$ cat src/rtl/pingpong_block_ram.sv
// Double-buffered block memory: the producer fills one bank while the consumer drains the other.
// Bank ownership moves on wr_done / rd_done pulses; pointers alternate so blocks leave in order.
module pingpong_block_ram #(
    parameter int unsigned DATA_WIDTH = 10,
    parameter int unsigned DEPTH      = 64,
    localparam int unsigned AW        = $clog2(DEPTH)
) (
    input  logic                  clk,
    input  logic                  rst,
    input  logic                  wr_en,
    input  logic [AW-1:0]         wr_addr,
    input  logic [DATA_WIDTH-1:0] wr_data,
    input  logic                  wr_done,
    output logic                  wr_ready,
    input  logic                  rd_en,
    input  logic [AW-1:0]         rd_addr,
    output logic [DATA_WIDTH-1:0] rd_data,
    output logic                  rd_data_valid,
    input  logic                  rd_done,
    output logic                  rd_ready,
    output logic                  err
);

    logic [1:0]            full_q, full_d;
    logic                  wr_bank_q, wr_bank_d;
    logic                  rd_bank_q, rd_bank_d;
    logic [DATA_WIDTH-1:0] rd_data_q, rd_data_d;
    logic                  rd_valid_q, rd_valid_d;
    logic                  err_q, err_d;

    // Both banks share one array; the bank bit is the address MSB.
    logic [DATA_WIDTH-1:0] mem [2*DEPTH];

    logic wr_acc, wr_commit, rd_acc, rd_release;

    always_comb begin
        wr_ready   = !full_q[wr_bank_q];
        rd_ready   = full_q[rd_bank_q];
        wr_acc     = wr_en && wr_ready;
        wr_commit  = wr_done && wr_ready;
        rd_acc     = rd_en && rd_ready;
        rd_release = rd_done && rd_ready;
    end

    always_comb begin
        full_d     = full_q;
        wr_bank_d  = wr_bank_q;
        rd_bank_d  = rd_bank_q;
        rd_data_d  = rd_data_q;
        rd_valid_d = rd_acc;
        err_d      = err_q;

        // Commit and release can never target the same bank: one needs it empty, the other full.
        if (wr_commit) begin
            full_d[wr_bank_q] = 1'b1;
            wr_bank_d         = !wr_bank_q;
        end
        if (rd_release) begin
            full_d[rd_bank_q] = 1'b0;
            rd_bank_d         = !rd_bank_q;
        end
        if (rd_acc) begin
            rd_data_d = mem[{rd_bank_q, rd_addr}];
        end
        if (((wr_en || wr_done) && !wr_ready) || ((rd_en || rd_done) && !rd_ready)) begin
            err_d = 1'b1;
        end
    end

    always_ff @(posedge clk) begin
        if (rst) begin
            full_q     <= 2'b00;
            wr_bank_q  <= 1'b0;
            rd_bank_q  <= 1'b0;
            rd_data_q  <= '0;
            rd_valid_q <= 1'b0;
            err_q      <= 1'b0;
        end else begin
            full_q     <= full_d;
            wr_bank_q  <= wr_bank_d;
            rd_bank_q  <= rd_bank_d;
            rd_data_q  <= rd_data_d;
            rd_valid_q <= rd_valid_d;
            err_q      <= err_d;
        end
    end

    // Contents are deliberately not reset so the array can map onto block RAM.
    always_ff @(posedge clk) begin
        if (wr_acc) begin
            mem[{wr_bank_q, wr_addr}] <= wr_data;
        end
    end

    assign rd_data       = rd_data_q;
    assign rd_data_valid = rd_valid_q;
    assign err           = err_q;

endmodule

$ cat config.mk
export PLATFORM = sky130hd
export DESIGN_NAME = pingpong_block_ram
export DESIGN_NICKNAME = d
export VERILOG_FILES = /design/src/rtl/pingpong_block_ram.sv
export SDC_FILE = /design/constraint.sdc
export NUM_CORES = 1
export LEC_CHECK = 0
export BUFFER_PORTS_ARGS = -buffer_cell sky130_fd_sc_hd__buf_2
export CAP_MARGIN = 20
export CORE_MARGIN = 3
export CORE_UTILIZATION = 65
export CTS_BUF_LIST = sky130_fd_sc_hd__clkbuf_8
export CTS_CLUSTER_SIZE = 28
export DETAILED_ROUTE_END_ITERATION = 6
export GPL_TIMING_DRIVEN = 1
export PLACE_DENSITY = 0.82
export SYNTH_ARGS = -nofsm -noshare
export SYNTH_HDL_FRONTEND = slang
export SYNTH_SLANG_ARGS = --single-unit
$ cat constraint.sdc
create_clock -name clk -period 7.1 [get_ports clk]
set_clock_uncertainty 0.2 [all_clocks]
set_input_delay 0.71 -clock clk [delete_from_list [all_inputs] [get_ports clk]]
set_output_delay 0.71 -clock clk [all_outputs]
set_load 0.02 [all_outputs]
==> results of run 1 <==
==> state kept, by name, indices dropped and copies added, names as in the netlist <==
name / cells
wr_bank_q: 1
full_q: 2
err: 1
mem: 1280
rd_data: 10
rd_data_valid: 1
rd_bank_q: 1
==> path summary, 6_finish.rpt <==
kind / end / slack, ns / cells after the start
hold / removal: mem[39][4] / 0.06 / 1
setup / recovery: mem[80][9] / 3.45 / 5
setup reg to reg: mem[80][9] / 3.45 / 5
hold reg to reg: rd_bank_q / 0.37 / 2
==> stage by stage <==
step / hold WS (ns) / instances / utilization / total power, W
2_1_floorplan: 0.317 / 2349 / - / 0.00904
3_5_place_dp: 0.357 / 3340 / 0.673 / 0.00934
5_1_grt: 0.0304 / 3724 / 0.723 / 0.0150
4_1_cts: 0.00664 / 3690 / 0.718 / 0.0146
3_3_place_gp: 0.333 / 3330 / 0.672 / 0.00931
6_report: 0.0594 / 3729 / 0.723 / 0.0146
==> worst register-to-register path, delay by kind of cell (launching register included) <==
kind,cells,cell delay (ns)
flops,1,0.54
simple gates,4,2.14
mux,1,0.37
==> cells in the final DEF (no fill, tap or decap), drive strengths merged, types with 15 or more instances in the layout <==
master / n
clkinv: 74
a22oi: 80
nor3: 17
nor2: 172
nand2: 49
mux2: 17
buf: 119
a21oi: 53
dfxtp: 16
mux2i: 114
mux4: 292
o22ai: 16
edfxtp: 1280
nand3: 15
inv: 72
clkbuf: 204
a2111oi: 19
==> layer usage <==
layer / up-vias / routed length, um / global-route usage
li1: 10200 / - / -
met1: 13100 / 41400 / 0.414
met2: 1851 / 55800 / 0.454
met3: 302 / 15000 / 0.0823
met4: 8 / 4840 / 0.124
met5: - / 52 / 0
==> logic make-up (layout without fill, tap and decap cells) <==
family	Yosys count	count (layout)	synth area share
buffers and inverters	131	475	0.0191
AOI/OAI and AO/OA	207	207	0.0286
muxes	423	423	0.157
DFF	1296	1296	0.770
other	0	6	0
and+or+nand+nor	292	292	0.0247
==> power breakdown <==
part / switching, W / internal (W) / total, W
Clock: 0.00275 / 0.00267 / 0.00542
Combinational: 0.000488 / 0.000260 / 0.000748
Sequential: 0.0000170 / 0.00843 / 0.00845
==> final cells by class <==
type                            count  area, um^2
Antenna cell                        6        15.0
Inverter                            4        15.0
Sequential cell                  1296       38800
Multi-Input combinational cell    922       10600
Fill cell                        4162       21100
Clock buffer                      202        2780
Clock inverter                    147         663
Timing Repair Buffer              122        1070
Tap cell                         1030        1290
==> reports/qor.yml, run 1 <==
cp-startpoint: "wr_bank_q"
cp_max_fo: 16
synth_top_area_frac: 0.764
ctsHoldBuffers: 1
syn-cell-area_um2: 50300
num_vias: 25500
finalCritPeriodShare: 0.514
hold_viol: 0
max_stage_delay_ns: 1.11
setup_slack_ns: 3.45
cts.reportedPaths.clkPinSlew_ns: 0.07
crit_type: "reg2reg"
post_cts_buffers: 0
cts_tree: "done"
worstMarginPinSlew_ns: 1.17
design_area_um2: 55200
final.setup.tns_ns: 0
die_h_um: 284
worstPathCellList: "mux2i_1 -> nand2_1 -> nor2_1 -> nand2_1 -> nor2_1"
wl_per_cell_um: 31.4
cp-end-kind: "flip-flop"
syn_inst: 2349
drive_gt1_frac: 0.249
status: "finished, final reports clean"
grt_pass1_wl_um: 173000
grt-ovfl-total: 0
syn-num-nets: 2377
port_buffers: 41
fmax_ghz: 0.274
cellPowerDensity_nw_per_um2: 265
place_congestion: 0.871
place_area_um2: 51400
rows: 101
slew_violations: 0
p_leak_nw: 17.6
peakVddDrop_uv: 198
hpwlAfterDp_um: 70300
yosysUniqueCellTypes: 49
drt_iter0_markers: 3669
synth_edf_count: 1280
crit_slowest_cell: "nor2_1"
ys.flop_type: "edfxtp_1"
viasPerCell: 6.83
layout_min_cycle_time_ns: 3.65
ios: 42
crit_arrival_ns: 3.87
yosys-top-cells-area: "edfxtp_1 (76%), mux4_2 (13%), mux2i_1 (2.3%)"
layout.nets: 2566
clk_root_buffer_cell: "clkbuf_8"
area_delta_synth_final_pct: 9.70
timing.rr.start: "wr_bank_q"
cts_max_level: 4
wl_um: 117000
antenna_found_initial: 8
synth_most_common_cell: "edfxtp_1"
start_util: 0.659
route.detailed.drc: 0
setup_violations: 0
cts_buffers: 192
ys_seq_area_frac: 0.770
path_delay_family: "simple AND/OR/NAND/NOR gates"
clock_sinks: 1296
max_slew_margin: 0.218
grt_pass1_vias: 25700
synth_top_cell_by_area: "edfxtp_1"
hp-start: "wr_data[4]"
syn_avg_cell_area_um2: 21.4
synthArstFlopShare: 0
grt_max_degree: 108
worst-path-buf-inv: 0
core_um2: 76300
grt_use_total: 0.297
drt_pass1_iterations: 6
preCtsSetupSlack_ns: 2.77
ctsResizeCount: 0
maxCapViolCount: 0
ys_top_cells_by_count: "edfxtp_1 (1280), mux4_2 (290), nor2_1 (171)"
rsz0062_at_grt: "false"
ant_nets: 0
die-area_um2: 80800
ctsLongestPathBuffers: 3
die-width_um: 284
synth-seq-cells: 1296
clk_latency_ns: 0.84
hold_path.class: "in2reg"
crit_required_ns: 7.32
synth_warnings: 0
worst_setup_path_start_kind: "flip-flop"
Power figures use the tool's default switching activity.
==> inputs of run 2 (changes only) <==
Settings changed: CORE_UTILIZATION 65 to 59, PLACE_DENSITY 0.82 to 0.78.
Clock period 7.1 ns to 3.05 ns, I/O delays scaled along.
==> reports/qor.yml, run 2 (synthesized netlist as in run 1, its figures left out) <==
grt_max_degree: 109  # +0.93%
cp_max_fo: 1  # -15
maxCapViolCount: 0  # unchanged
comb_power_share: 0.056  # +0.005
ctsLongestPathBuffers: 3  # unchanged
drt_iter0_markers: 3770  # +2.8%
cts_tree: "done"
fmax_ghz: 0.365  # +33%
timing.rr.start: "mem[38][9]"
intPower_w: 0.0268  # +140%
seqPwrFrac: 0.568  # -0.010
port_buffers: 41  # unchanged
rows: 106  # +5.0%
num_vias: 25900  # +1.8%
cp-startpoint: "mem[38][9]"
crit_arrival_ns: 3.28  # -0.59 ns
cts_max_level: 4  # unchanged
place_area_um2: 53600  # +4.3%
ant_nets: 0  # unchanged
preCtsSetupSlack_ns: -0.120  # -2.88 ns
final_common_cell: "edfxtp_1"
setup_violations: 0  # unchanged
clk_latency_ns: 0.90  # +0.06 ns
crit_slowest_cell: "mux4_1"
p_clk_frac: 0.376  # +0.005
p_leak_nw: 18.9  # +7.0%
finalCritPeriodShare: 0.898  # +0.384
cts.reportedPaths.clkPinSlew_ns: 0.06  # about the same
max_stage_delay_ns: 0.56  # -0.55 ns
core_um2: 84100  # +10%
grt-ovfl-total: 0  # unchanged
post-place-cells: 3676  # +10%
status: "finished, final reports clean"
crit_path_end: "rd_data[9]"
grt_pass1_vias: 26500  # +3.0%
max_slew_margin: 0.421  # +0.203
wl_um: 117000  # +0.25%
antenna_found_initial: 7  # -1
reg2reg_setup_slack_ns: 0.31  # -3.14 ns
ff2ff_path_depth: 8  # +3
die-width_um: 298  # +4.9%
design_area_um2: 57300  # +3.9%
holdWs_ns: 0.0909  # +0.0315 ns
worst_setup_path_start_kind: "flip-flop"
largest_reg_flops: 1280  # unchanged
worstPathCellList: "mux4_1 -> mux4_2 -> o22ai_1 -> nor3_1 -> buf_4 -> nor3_1 -> buf_4 -> a2111oi_1"
hold_path.class: "in2reg"
grt_use_total: 0.270  # -0.0268
ios: 42  # unchanged
hpwlAfterDp_um: 73100  # +4.0%
peakVddDrop_uv: 549  # +180%
regMostFlops: "mem"
hold_viol: 0  # unchanged
area_delta_synth_final_pct: 14.0
rsz0062_at_grt: "false"
grt_pass1_wl_um: 175000  # +1.2%
place_congestion: 0.903  # +3.7%
hp-start: "wr_addr[5]"
drt_pass1_iterations: 6  # unchanged
cts_buffers: 193  # +0.52%
cellPowerDensity_nw_per_um2: 604  # +130%
start_util: 0.598  # -0.0608
fin_cells: 4048  # +8.6%
viasPerCell: 6.40  # -6.2%
die_h_um: 298  # +4.9%
final.setup.tns_ns: 0  # unchanged
clock_sinks: 1296  # unchanged
die-area_um2: 88800  # +9.9%
slew_violations: 0  # unchanged
p_sw_w: 0.00787  # +140%
wl_per_cell_um: 29.0  # -7.7%
timing.rr.end: "rd_data[9]"
worstMarginPinSlew_ns: 0.867  # -0.302 ns
layout.nets: 2785  # +8.5%
final_cell_mix: "edfxtp_1 (1280), mux4_2 (290), buf_4 (257), clkbuf_8 (198), nor2_1 (170)"
drive_gt1_frac: 0.302  # +0.0531
setup_slack_ns: 0.311  # -3.14 ns
crit_required_ns: 3.59  # -3.73 ns
route.detailed.drc: 0  # unchanged
clk_root_buffer_cell: "clkbuf_8"
swShare: 0.227  # +0.00428
ctsResizeCount: 0  # unchanged
crit_type: "reg2reg"
layout_min_cycle_time_ns: 2.74  # -0.909 ns
cp-end-kind: "flip-flop"
==> run 2: changes by cell type in the layout (fill, tap and decap cells not counted), sizes merged <==
| cell | delta |
|---|---|
| clkinvlp | -1 |
| inv | -2 |
| clkinv | +6 |
| diode | -4 |
| dlygate4sd3 | +17 |
| bufinv | +2 |
| buf | +203 |
| clkbuf | -6 |
==> run 2: worst min path at each step <==
stage	end	slack, ns	cells past startpoint
3_5_place_dp	full_q[0]	0.35	2
4_1_cts	mem[116][3]	0.0006	3
2_1_floorplan	rd_data[1]	0.18	1
6_report	mem[8][0]	0.09	4
3_3_place_gp	full_q[0]	0.33	2
5_1_grt	mem[116][3]	0.06	3
==> run 2: timing repair <==
action | in CTS | in global routing
hold buffers | 18 | 0
endpoints found under the hold margin | 692 | 0
buffers inserted | 0 | 0
==> run 2: layer usage <==
metal	up-vias	share of wire	track usage
met5	-	0.00024	0
met4	4	0.035	0.102
met3	260	0.12	0.0636
met2	1661	0.48	0.416
met1	13300	0.37	0.384
li1	10700	-	-
==> run 2: cell type report <==
class / count / area, um^2
clock buffers: 198 / 2730
flip-flops and latches: 1296 / 38800
well taps: 1134 / 1420
repair buffers: 340 / 2970
multi-input cells: 922 / 10600
inverters: 4 / 15.0
diodes: 2 / 5.00
clock inverters: 152 / 842
fillers: 5001 / 26700
==> run 2: power by group through the flow <==
stage	registers [W]	clock network, W	logic, W
floorplan	0.0200	0	0.00101
global placement	0.0200	0	0.00185
detailed placement	0.0200	0	0.00191
CTS	0.0196	0.0132	0.00194
global route	0.0196	0.0141	0.00205
finish	0.0197	0.0130	0.00195
==> run 2: worst max-delay path, delay by kind of cell (launching register included) <==
kind,cells,cell delay (ns)
multiplexers,2,1.08
flip-flops,1,0.37
AND/OR/NAND/NOR,2,0.35
buffers and inverters,2,0.33
AO/OA/AOI/OAI,2,0.33
==> run 2: per-stage QoR <==
stage                     utilization  power (W)
after floorplan                     -     0.0210
after global placement          0.637     0.0219
after detailed placement        0.637     0.0219
after CTS                       0.682     0.0348
after global routing            0.682     0.0357
final                           0.682     0.0346
